`config.mk`:
```
export PLATFORM = sky130hd
export DESIGN_NAME = vmul_issue_ctrl_flat
export DESIGN_NICKNAME = d
export VERILOG_FILES = /design/src/rtl/vmul_ctrl_pkg.sv /design/src/rtl/vmul_issue_ctrl_if.sv /design/src/rtl/vmul_result_pack.sv /design/src/rtl/vmul_issue_ctrl.sv /design/src/flat_wrapper.sv
export SDC_FILE = /design/constraint.sdc
export NUM_CORES = 1
export LEC_CHECK = 0
export BUFFER_PORTS_ARGS = -buffer_cell sky130_fd_sc_hd__buf_2
export CAP_MARGIN = 30
export CORE_ASPECT_RATIO = 0.9
export CORE_MARGIN = 5
export CORE_UTILIZATION = 40
export CTS_CLUSTER_DIAMETER = 120
export DETAILED_ROUTE_END_ITERATION = 10
export PLACE_DENSITY = 0.75
export SYNTH_ARGS = -nofsm -noshare
export SYNTH_HDL_FRONTEND = slang
export SYNTH_SLANG_ARGS = --single-unit
```
`constraint.sdc`:
```
create_clock -name clk -period 1.6 [get_ports clk]
set_input_delay 0 -clock clk [delete_from_list [all_inputs] [get_ports clk]]
set_output_delay 0 -clock clk [all_outputs]
set_load 0.01 [all_outputs]
```
`src/rtl/vmul_ctrl_pkg.sv`:
```
// Shared types and lane geometry for the vector multiplier issue controller.
package vmul_ctrl_pkg;

  localparam int unsigned DATA_W    = 32;
  localparam int unsigned PROD_W    = 64;
  localparam int unsigned CNT_W     = 4;

  localparam int unsigned LANES_8   = 4;
  localparam int unsigned LANE_W_8  = 8;
  localparam int unsigned LANES_16  = 2;
  localparam int unsigned LANE_W_16 = 16;
  localparam int unsigned LANES_32  = 1;
  localparam int unsigned LANE_W_32 = 32;

  typedef enum logic [1:0] {
    OP_MUL    = 2'b00,
    OP_MULH   = 2'b01,
    OP_MULHSU = 2'b10,
    OP_MULHU  = 2'b11
  } opcode_e;

  typedef enum logic [1:0] {
    PREC_8    = 2'b00,
    PREC_16   = 2'b01,
    PREC_32   = 2'b10,
    PREC_RSVD = 2'b11
  } prec_e;

  typedef enum logic [2:0] {
    S_IDLE    = 3'd0,
    S_ISSUE   = 3'd1,
    S_WAIT    = 3'd2,
    S_CAPTURE = 3'd3,
    S_RESP    = 3'd4
  } state_e;

  // Every opcode except plain mul returns the upper half of each lane product.
  function automatic logic is_high(input opcode_e op);
    return op != OP_MUL;
  endfunction

endpackage

```
`src/rtl/vmul_issue_ctrl_if.sv`:
```
// Request/response handshake bundle between the vector issue stage and the multiplier controller.
interface vmul_issue_ctrl_if #(
  parameter int unsigned TAG_W = 4
);

  logic             req_valid;
  logic             req_ready;
  logic [1:0]       req_opcode;
  logic [1:0]       req_precision;
  logic [31:0]      req_a;
  logic [31:0]      req_b;
  logic [TAG_W-1:0] req_tag;

  logic             rsp_valid;
  logic             rsp_ready;
  logic [31:0]      rsp_result;
  logic [TAG_W-1:0] rsp_tag;
  logic             rsp_err;

  modport master (
    output req_valid, req_opcode, req_precision, req_a, req_b, req_tag, rsp_ready,
    input  req_ready, rsp_valid, rsp_result, rsp_tag, rsp_err
  );

  modport slave (
    input  req_valid, req_opcode, req_precision, req_a, req_b, req_tag, rsp_ready,
    output req_ready, rsp_valid, rsp_result, rsp_tag, rsp_err
  );

endinterface

```
`src/rtl/vmul_result_pack.sv`:
```
// Selects the low or high half of each lane product and packs the lanes into one 32-bit word.
module vmul_result_pack
  import vmul_ctrl_pkg::*;
(
  input  logic [PROD_W-1:0] product,
  input  opcode_e           opcode,
  input  prec_e             precision,
  output logic [DATA_W-1:0] result
);

  logic hi;

  assign hi = is_high(opcode);

  // Lane i of width W sits at product[2*W*i +: 2*W]; the high half starts W bits above that.
  always_comb begin
    result = '0;
    case (precision)
      PREC_8: begin
        for (int i = 0; i < LANES_8; i++) begin
          result[LANE_W_8*i +: LANE_W_8] = hi ? product[2*LANE_W_8*i + LANE_W_8 +: LANE_W_8]
                                              : product[2*LANE_W_8*i +: LANE_W_8];
        end
      end
      PREC_16: begin
        for (int i = 0; i < LANES_16; i++) begin
          result[LANE_W_16*i +: LANE_W_16] = hi ? product[2*LANE_W_16*i + LANE_W_16 +: LANE_W_16]
                                                : product[2*LANE_W_16*i +: LANE_W_16];
        end
      end
      PREC_32: begin
        for (int i = 0; i < LANES_32; i++) begin
          result[LANE_W_32*i +: LANE_W_32] = hi ? product[2*LANE_W_32*i + LANE_W_32 +: LANE_W_32]
                                                : product[2*LANE_W_32*i +: LANE_W_32];
        end
      end
      default: result = '0;
    endcase
  end

endmodule

```
`src/rtl/vmul_issue_ctrl.sv`:
```
// Issue/sequencing controller: accepts one multiply at a time, drives the datapath,
// waits its fixed latency, then returns the packed lane results over a response handshake.
module vmul_issue_ctrl
  import vmul_ctrl_pkg::*;
#(
  parameter int unsigned MUL_LAT = 2,
  parameter int unsigned TAG_W   = 4
) (
  input  logic              clk,
  input  logic              rst_n,
  input  logic              flush,
  vmul_issue_ctrl_if.slave  bus,
  output logic              dp_start,
  output logic [1:0]        dp_opcode,
  output logic [1:0]        dp_precision,
  output logic [DATA_W-1:0] dp_operand_a,
  output logic [DATA_W-1:0] dp_operand_b,
  input  logic [PROD_W-1:0] dp_product,
  output logic              busy
);

  state_e             state_q, state_d;
  logic [CNT_W-1:0]   cnt_q, cnt_d;
  opcode_e            opcode_q, opcode_d;
  prec_e              prec_q, prec_d;
  logic [DATA_W-1:0]  a_q, a_d;
  logic [DATA_W-1:0]  b_q, b_d;
  logic               start_q, start_d;
  logic               rsp_valid_q, rsp_valid_d;
  logic [DATA_W-1:0]  rsp_result_q, rsp_result_d;
  logic [TAG_W-1:0]   rsp_tag_q, rsp_tag_d;
  logic               rsp_err_q, rsp_err_d;
  logic               busy_q, busy_d;
  logic               ready;
  logic               accept;
  logic [DATA_W-1:0]  packed_result;

  // Ready is held low while in reset so nothing is accepted before the FSM is live.
  assign ready  = rst_n & (state_q == S_IDLE) & ~flush;
  assign accept = ready & bus.req_valid;

  vmul_result_pack u_pack (
    .product   (dp_product),
    .opcode    (opcode_q),
    .precision (prec_q),
    .result    (packed_result)
  );

  always_comb begin
    state_d      = state_q;
    cnt_d        = cnt_q;
    opcode_d     = opcode_q;
    prec_d       = prec_q;
    a_d          = a_q;
    b_d          = b_q;
    rsp_result_d = rsp_result_q;
    rsp_tag_d    = rsp_tag_q;
    rsp_err_d    = rsp_err_q;

    case (state_q)
      S_IDLE: begin
        if (accept) begin
          rsp_tag_d = bus.req_tag;
          if (prec_e'(bus.req_precision) == PREC_RSVD) begin
            rsp_result_d = '0;
            rsp_err_d    = 1'b1;
            state_d      = S_RESP;
          end else begin
            opcode_d = opcode_e'(bus.req_opcode);
            prec_d   = prec_e'(bus.req_precision);
            a_d      = bus.req_a;
            b_d      = bus.req_b;
            state_d  = S_ISSUE;
          end
        end
      end
      S_ISSUE: begin
        cnt_d   = CNT_W'(MUL_LAT - 1);
        state_d = (MUL_LAT == 1) ? S_CAPTURE : S_WAIT;
      end
      S_WAIT: begin
        cnt_d = cnt_q - CNT_W'(1);
        if (cnt_d == '0) begin
          state_d = S_CAPTURE;
        end
      end
      S_CAPTURE: begin
        rsp_result_d = packed_result;
        rsp_err_d    = 1'b0;
        state_d      = S_RESP;
      end
      S_RESP: begin
        if (bus.rsp_ready) begin
          state_d = S_IDLE;
        end
      end
      default: state_d = S_IDLE;
    endcase

    // Abort wins over any handshake in the same cycle.
    if (flush) begin
      state_d = S_IDLE;
    end

    start_d     = (state_d == S_ISSUE);
    rsp_valid_d = (state_d == S_RESP);
    busy_d      = (state_d != S_IDLE);
  end

  always_ff @(posedge clk or negedge rst_n) begin
    if (!rst_n) begin
      state_q      <= S_IDLE;
      cnt_q        <= '0;
      opcode_q     <= OP_MUL;
      prec_q       <= PREC_8;
      a_q          <= '0;
      b_q          <= '0;
      start_q      <= 1'b0;
      rsp_valid_q  <= 1'b0;
      rsp_result_q <= '0;
      rsp_tag_q    <= '0;
      rsp_err_q    <= 1'b0;
      busy_q       <= 1'b0;
    end else begin
      state_q      <= state_d;
      cnt_q        <= cnt_d;
      opcode_q     <= opcode_d;
      prec_q       <= prec_d;
      a_q          <= a_d;
      b_q          <= b_d;
      start_q      <= start_d;
      rsp_valid_q  <= rsp_valid_d;
      rsp_result_q <= rsp_result_d;
      rsp_tag_q    <= rsp_tag_d;
      rsp_err_q    <= rsp_err_d;
      busy_q       <= busy_d;
    end
  end

  assign bus.req_ready  = ready;
  assign bus.rsp_valid  = rsp_valid_q;
  assign bus.rsp_result = rsp_result_q;
  assign bus.rsp_tag    = rsp_tag_q;
  assign bus.rsp_err    = rsp_err_q;
  assign dp_start       = start_q;
  assign dp_opcode      = opcode_q;
  assign dp_precision   = prec_q;
  assign dp_operand_a   = a_q;
  assign dp_operand_b   = b_q;
  assign busy           = busy_q;

endmodule

```
`src/flat_wrapper.sv`:
```
// flat-port wrapper written by rule: the top's interface ports become plain ports
module vmul_issue_ctrl_flat import vmul_ctrl_pkg::*;
#(
  parameter int unsigned MUL_LAT = 2,
  parameter int unsigned TAG_W   = 4
)
  (clk, rst_n, flush, dp_start, dp_opcode, dp_precision, dp_operand_a, dp_operand_b, dp_product, busy, bus_req_valid, bus_req_opcode, bus_req_precision, bus_req_a, bus_req_b, bus_req_tag, bus_rsp_ready, bus_req_ready, bus_rsp_valid, bus_rsp_result, bus_rsp_tag, bus_rsp_err);
  vmul_issue_ctrl_if #(.TAG_W(TAG_W)) bus_i ();
  input  logic clk;
  input  logic rst_n;
  input  logic flush;
  output logic dp_start;
  output logic [1:0] dp_opcode;
  output logic [1:0] dp_precision;
  output logic [DATA_W-1:0] dp_operand_a;
  output logic [DATA_W-1:0] dp_operand_b;
  input  logic [PROD_W-1:0] dp_product;
  output logic busy;
  input wire logic [$bits(bus_i.req_valid)-1:0] bus_req_valid;
  input wire logic [$bits(bus_i.req_opcode)-1:0] bus_req_opcode;
  input wire logic [$bits(bus_i.req_precision)-1:0] bus_req_precision;
  input wire logic [$bits(bus_i.req_a)-1:0] bus_req_a;
  input wire logic [$bits(bus_i.req_b)-1:0] bus_req_b;
  input wire logic [$bits(bus_i.req_tag)-1:0] bus_req_tag;
  input wire logic [$bits(bus_i.rsp_ready)-1:0] bus_rsp_ready;
  output wire logic [$bits(bus_i.req_ready)-1:0] bus_req_ready;
  output wire logic [$bits(bus_i.rsp_valid)-1:0] bus_rsp_valid;
  output wire logic [$bits(bus_i.rsp_result)-1:0] bus_rsp_result;
  output wire logic [$bits(bus_i.rsp_tag)-1:0] bus_rsp_tag;
  output wire logic [$bits(bus_i.rsp_err)-1:0] bus_rsp_err;
  assign bus_i.req_valid = bus_req_valid;
  assign bus_i.req_opcode = bus_req_opcode;
  assign bus_i.req_precision = bus_req_precision;
  assign bus_i.req_a = bus_req_a;
  assign bus_i.req_b = bus_req_b;
  assign bus_i.req_tag = bus_req_tag;
  assign bus_i.rsp_ready = bus_rsp_ready;
  assign bus_req_ready = bus_i.req_ready;
  assign bus_rsp_valid = bus_i.rsp_valid;
  assign bus_rsp_result = bus_i.rsp_result;
  assign bus_rsp_tag = bus_i.rsp_tag;
  assign bus_rsp_err = bus_i.rsp_err;
  vmul_issue_ctrl #(.MUL_LAT(MUL_LAT), .TAG_W(TAG_W)) u_core (.clk(clk), .rst_n(rst_n), .flush(flush), .bus(bus_i), .dp_start(dp_start), .dp_opcode(dp_opcode), .dp_precision(dp_precision), .dp_operand_a(dp_operand_a), .dp_operand_b(dp_operand_b), .dp_product(dp_product), .busy(busy));
endmodule
```
# Word level (Yosys, flattened, before mapping)
# Index checks and enable logic that the tools add are counted.
# W data, S select, Z words.
dict set report totals {
  reg_bits 115
  output_inout_bits 109
  word_cells 60
  in_bits 141
}
dict set report op_classes {
  bitwise_logic 5
  n_eq_ne 11
  reduce_logical 10
  muxes 21
  n_addsub 1
}
# op n
set op_table {}
lappend op_table {{$mux W32} 3}
lappend op_table {{$pmux W32 S3} 1}
lappend op_table {{$pmux W32 S2} 1}
lappend op_table {{$mux W16} 2}
lappend op_table {{$mux W8} 4}
lappend op_table {{$mux W3} 5}
lappend op_table {{$pmux W3 S5} 1}
lappend op_table {{$pmux W4 S2} 1}
lappend op_table {{$eq A3 B1 Y1 const B} 2}
lappend op_table {{$eq A3 B2 Y1 const B} 2}
lappend op_table {{$eq A3 B3 Y1 const B} 2}
lappend op_table {{$reduce_and A3 Y1} 2}
lappend op_table {{$reduce_bool A2 Y1} 3}
lappend op_table {{$eq A2 B2 Y1 const B} 2}
lappend op_table {{$logic_not A4 Y1} 1}
lappend op_table {{$sub A4 B1 Y4 const B} 1}
lappend op_table {{$and A1 B1 Y1} 3}
lappend op_table {{$logic_not A3 Y1} 1}
lappend op_table {{$reduce_bool A3 Y1} 1}
lappend op_table {{$eq A2 B1 Y1 const B} 1}
lappend op_table {{$logic_not A2 Y1} 1}
lappend op_table {{$mux W1} 2}
lappend op_table {{$ne A2 B1 Y1 const B} 1}
lappend op_table {{$ne A2 B2 Y1 const B} 1}
lappend op_table {{other kinds (3)} 4}

# Depth between registers and ports, before layout
dict set report logic_depth {
  depth_word 8
  depth_mapped 7
  depth_no_buf 6
}

# By module
# Synthesis repeated with hierarchy kept, for this count alone.
dict set report unflattened {
  hier_cells 479
  area_unflattened_um2 5850.6
}
# module seq_area_each_um2 area_each_um2 cells_per_inst n_inst
set modules_own_cells {}
lappend modules_own_cells {vmul_issue_ctrl 2877.8 4591.9 290 1}
lappend modules_own_cells {vmul_result_pack 0.0 1258.7 189 1}

# Worst setup path before layout
# No wires, ideal clock.
dict set report synth_timing {
  kind {register to register}
  from {register u_core.state_q[1]}
  to {register u_core.a_q[28], in the netlist u_core.dp_operand_a[28]}
  n_path_buf 2
  setup_time_ns 0.127
  setup_slack_ns -0.125
  stages_incl_launch_ff 7
  t_arrival_ns 1.597
  period_less_slack_ns 1.725
  required_time_ns 1.473
  path_cell_list {dfrtp_1 nor2_2 nand4_4 nor2_4 buf_6 buf_6 mux2_1}
}
dict set report synth_via {
  elab_chain_len 5
}
# item line_no
set synth_rtl {}
lappend synth_rtl {{start: declaration} vmul_issue_ctrl.sv:22} ;# state_e state_q, state_d;
lappend synth_rtl {{start signal: assignment} vmul_issue_ctrl.sv:125} ;# state_q <= state_d;
lappend synth_rtl {{$logic_not A3 Y1 *} {vmul_issue_ctrl.sv:39, vmul_issue_ctrl.sv:60}}
lappend synth_rtl {{$and A1 B1 Y1 (2 in a row)} vmul_issue_ctrl.sv:39} ;# assign ready = rst_n & (state_q == S_IDLE) & ~flush;
lappend synth_rtl {{$and A1 B1 Y1} vmul_issue_ctrl.sv:40} ;# assign accept = ready & bus.req_valid;
lappend synth_rtl {{$reduce_and A3 Y1 (no line) *} --}
lappend synth_rtl {{end signal: assignment} vmul_issue_ctrl.sv:116} ;# a_q <= '0;
lappend synth_rtl {{end signal: assignment} vmul_issue_ctrl.sv:129} ;# a_q <= a_d;
lappend synth_rtl {{end: declaration} vmul_issue_ctrl.sv:26} ;# logic [DATA_W-1:0] a_q, a_d;
# Every way passes the cells marked *; elsewhere a longest branch is shown, timed or not.
# A chain may end at the register's enable or synchronous reset.

# Worst setup path after layout
dict set report layout_timing {
  from {register u_core.state_q[2]}
  to {register u_core.a_q[13], in the netlist u_core.dp_operand_a[13]}
}
# Same word-level chain as after synthesis.

==> results summary <==
The maximum clock insertion buffer count came out at 2. The data required time at the worst endpoint came out at 1900 ps. The remaining global-route overflow is 0.

The final routed wire length divided by cell count is 20.9 um. Multiplexer cells account for 14.3% of the synthesized area. The highest fanout seen on the critical path is 8. The most critical setup path has its startpoint at u_core.state_q[2]. The layout overhead on the synthesized area is 67.6%. The most common cell after layout, fill and taps aside is sky130_fd_sc_hd__buf_2. The floorplan step defined a die boundary enclosing 16500 um2. The compound-gate portion of the synthesized area came out at 19.9%. The total area inside the core boundary comes to 13900 um2.

In the layout the commonest cells are sky130_fd_sc_hd__buf_2, sky130_fd_sc_hd__dfrtp_1, sky130_fd_sc_hd__dlygate4sd3_1, sky130_fd_sc_hd__nand2_1, sky130_fd_sc_hd__mux2_4. The share of the clock period used by the worst path is 103%. Clock latency on the worst-skew pair, taken at its later pin, is 420 ps. After Yosys synthesis, and, or, nand and nor cells account for 9.10% of the synthesized area. The number of distinct library cells after synthesis is 46. Global routing used 25.2% of the available tracks.

The initial antenna violation count came to 0. The final number of setup-violating endpoints is 45. The synthesis-stage register bit count came out at 115. The combinational cell fraction of total power came out at 40.9%. The delay of the slowest cell on the worst path is 440 ps. Counting both buffers and inverters, the worst setup path holds a total of 2.

The clock network fraction of design power came out at 27.0%. The share of total power dissipated in sequential elements is 32.1%. The final worst setup slack is -42.5 ps.

The number of max-slew violations in the final report was 0. The top-level port count came out at 250. The number of nets with antenna violations after routing is 0. The number of buffers created by CTS is 17. The signal on the critical path passes through nor2_4, nand4_4, nor2_4, buf_12, clkbuf_16, mux2_4.

Among all stages on the critical path, the largest delay is contributed by sky130_fd_sc_hd__dfrtp_2. The XOR/XNOR share of the synthesized area came out at 0.470%. The checks that failed: hold timing, setup timing. The most prevalent standard cell on the critical path is sky130_fd_sc_hd__nor2_4. Internal power comes to 8.57 mW. The die is 135 um wide. The global-route wire length before repair is 32500 um.

In this run the tightest slew margin relative to its limit is 42.1%. The detailed-routing iteration count for the pre-antenna-repair pass came out at 5. Port buffering added 249 buffers. The total power per unit cell area came out at 1420 nW/um2. The class of the most critical setup path is reg2reg. The largest net degree at the start of global routing is 66. The most used flip-flop cell after synthesis is sky130_fd_sc_hd__dfrtp_1. The detailed-route via count came out at 6003. After clock tree synthesis, the clock-pin slew on the worst setup and hold paths is 60 ps. The final worst clock skew came out at 6.95 ps. STA classifies the critical path endpoint as a flip-flop. The final layout contains 1033 nets. The analysis attributes to net switching a power of 4.75 mW.

The data arrival at the endpoint of the critical path came out at 1940 ps. The final period demand of the worst path is 1640 ps. The post-route netlist has 47.9% of its cells at a drive strength greater than 1.

The initial core utilization is 40.4%. The run finished, with violations left. The half-perimeter wire length after placement came out at 12700 um.

The violation count after the first detailed-routing iteration came out at 546. The number of global-route vias before repair came to 6160. The final weighted congestion of routability-driven global placement is 0.870. The class of the tightest hold or removal check is in2async.

The vertical die dimension is 122 um. The clock drives 115 sinks. The sequential-to-total area share from yosys stat is 51.4%. Clock tree synthesis selected as its root buffer the cell sky130_fd_sc_hd__clkbuf_16.

By area, the combinational part of the netlist is dominated by compound AO/OA/AOI/OAI gates. Setup repair after global routing could not meet its margin everywhere. For this design the static power due to leakage is 4.50 nW.

Synthesis produced a netlist with a net count of 657. The number of cell rows is 41. In this design, the largest share of critical-path delay is due to flip-flops. IR analysis of the VDD net gives a maximum drop of 877 uV. Using the TritonRoute via totals, the vias-per-cell ratio works out to 5.58.

The final routed wirelength across all metal layers is 22500 um. The number of placed instances with taps included came out at 927. The TritonCTS clock tree is yes. The share of the core filled with cells is 67.7%.

The synthesized-area fraction occupied by adder cells is 0.447%. The final hold violation count is 115. In this run the number of H-tree levels came out at 4. The number of buffers added to fix hold violations after cts is 98.

Timing would allow up to 609 MHz. The proportion of register bits with asynchronous set or reset after synthesis came out at 100%. The number of instances in the synthesized netlist is 514. For the pin with the worst max-slew slack, the measured transition is 869 ps.

Hold timing on the final database bottoms out at a slack of -248 ps. In this run switching power makes up 35.7% of total power. The synthesized area per cell is 10.9 um2. The source of the worst register-to-register timing path is u_core.state_q[2].

Counting flops with a built-in enable in the synthesized netlist gives 0. For this run, design rule violations remaining after detail routing come to 0. After the flow finishes, the layout carries non-filler instances totaling 1075. The critical path startpoint category is a flip-flop. The number of warning messages in the yosys log is 0. The cell area after technology mapping is 5590 um2. The number of maximum-capacitance constraint violations came out at 0.
-- state kept, by name (all words and copies together), names as in the netlist --
| register | cells |
|---|---|
| u_core.dp_operand_b | 32 |
| u_core.state_q | 3 |
| u_core.bus.rsp_err | 1 |
| u_core.dp_opcode | 2 |
| u_core.busy | 1 |
| u_core.dp_start | 1 |
| u_core.cnt_q | 4 |
| u_core.dp_operand_a | 32 |
| u_core.bus.rsp_result | 32 |
| u_core.bus.rsp_valid | 1 |
| u_core.dp_precision | 2 |
| u_core.bus.rsp_tag | 4 |
-- cell type report --
cell class                      count  area, um2
Antenna cell                        1       2.50
Clock buffer                       18        429
Clock inverter                     13        114
Fill cell                        1001       4470
Inverter                            6       22.5
Multi-Input combinational cell    350       2750
Sequential cell                   115       2880
Tap cell                          172        215
Timing Repair Buffer              400       2970
-- cell families after synthesis --
group	after synthesis
xor+xnor	3
mux	71
simple gates	104
flops	115
buf+inv	49
compound gates	170
fa+ha+maj	2
-- final timing paths --
kind	end	slack, ps	depth (start not counted)
worst max-delay path	u_core.dp_operand_a[13]	-40	6
worst min-delay path	u_core.state_q[2]	-250	2
worst max register to register	u_core.dp_operand_a[13]	-40	6
worst min register to register	u_core.dp_operand_a[28]	480	1
max in group asynchronous	u_core.state_q[0]	1160	2
min in group clk	u_core.bus.rsp_result[18]	10	4
-- through the flow --
stage / hold slack (ps) / TNS, ps / setup WS [ps] / instance area (um2) / power [mW]
after floorplan: -296 / -1140 / -47.1 / 5660 / 6.79
after global placement: 216 / -558 / -18.5 / 7240 / 8.57
after detailed placement: 208 / -1470 / -52.6 / 7240 / 8.67
after CTS: -231 / -574 / -32.6 / 8880 / 12.5
after global routing: -202 / -4590 / -97.2 / 9380 / 14.0
final: -248 / -1060 / -42.5 / 9380 / 13.3
-- layer usage --
layer	track usage, %	part of all wire, %	vias up
li1	-	-	2662
met4	10.4	2.7	0
met3	8.01	9.7	61
met1	29.4	36	2933
met5	0	0	-
met2	43.0	52	347
-- cell usage after synthesis (all sizes together), types with 3 or more instances --
cell type	count	area share, %
mux2	70	14
a32o	16	2.9
o21a	9	1.2
nand2	51	3.4
o22a	3	0.47
clkbuf	19	1.3
o22ai	32	3.6
nor3b	8	1.1
buf	24	2.7
xnor2	3	0.47
nor3	4	0.36
dfrtp	115	51
nor2	26	1.9
a221o	16	2.9
o21ai	37	3.3
inv	5	0.34
a21oi	52	4.9
-- power by group through the flow --
| stage | Sequential [mW] | Combinational, mW | Clock [mW] |
|---|---|---|---|
| floorplan | 4.60 | 2.19 | 0 |
| global placement | 4.20 | 4.37 | 0 |
| detailed placement | 4.23 | 4.44 | 0 |
| CTS | 4.20 | 4.68 | 3.61 |
| global route | 4.36 | 5.85 | 3.77 |
| finish | 4.28 | 5.45 | 3.59 |
-- what timing repair did --
action	in CTS	in global routing
gates cloned	2	12
endpoints found under the setup margin	54	85
gates resized for setup	9	63
setup buffers	5	1
pin swaps	7	16
hold endpoints to repair	211	115
No activity file was read; power rests on OpenSTA's default activity.
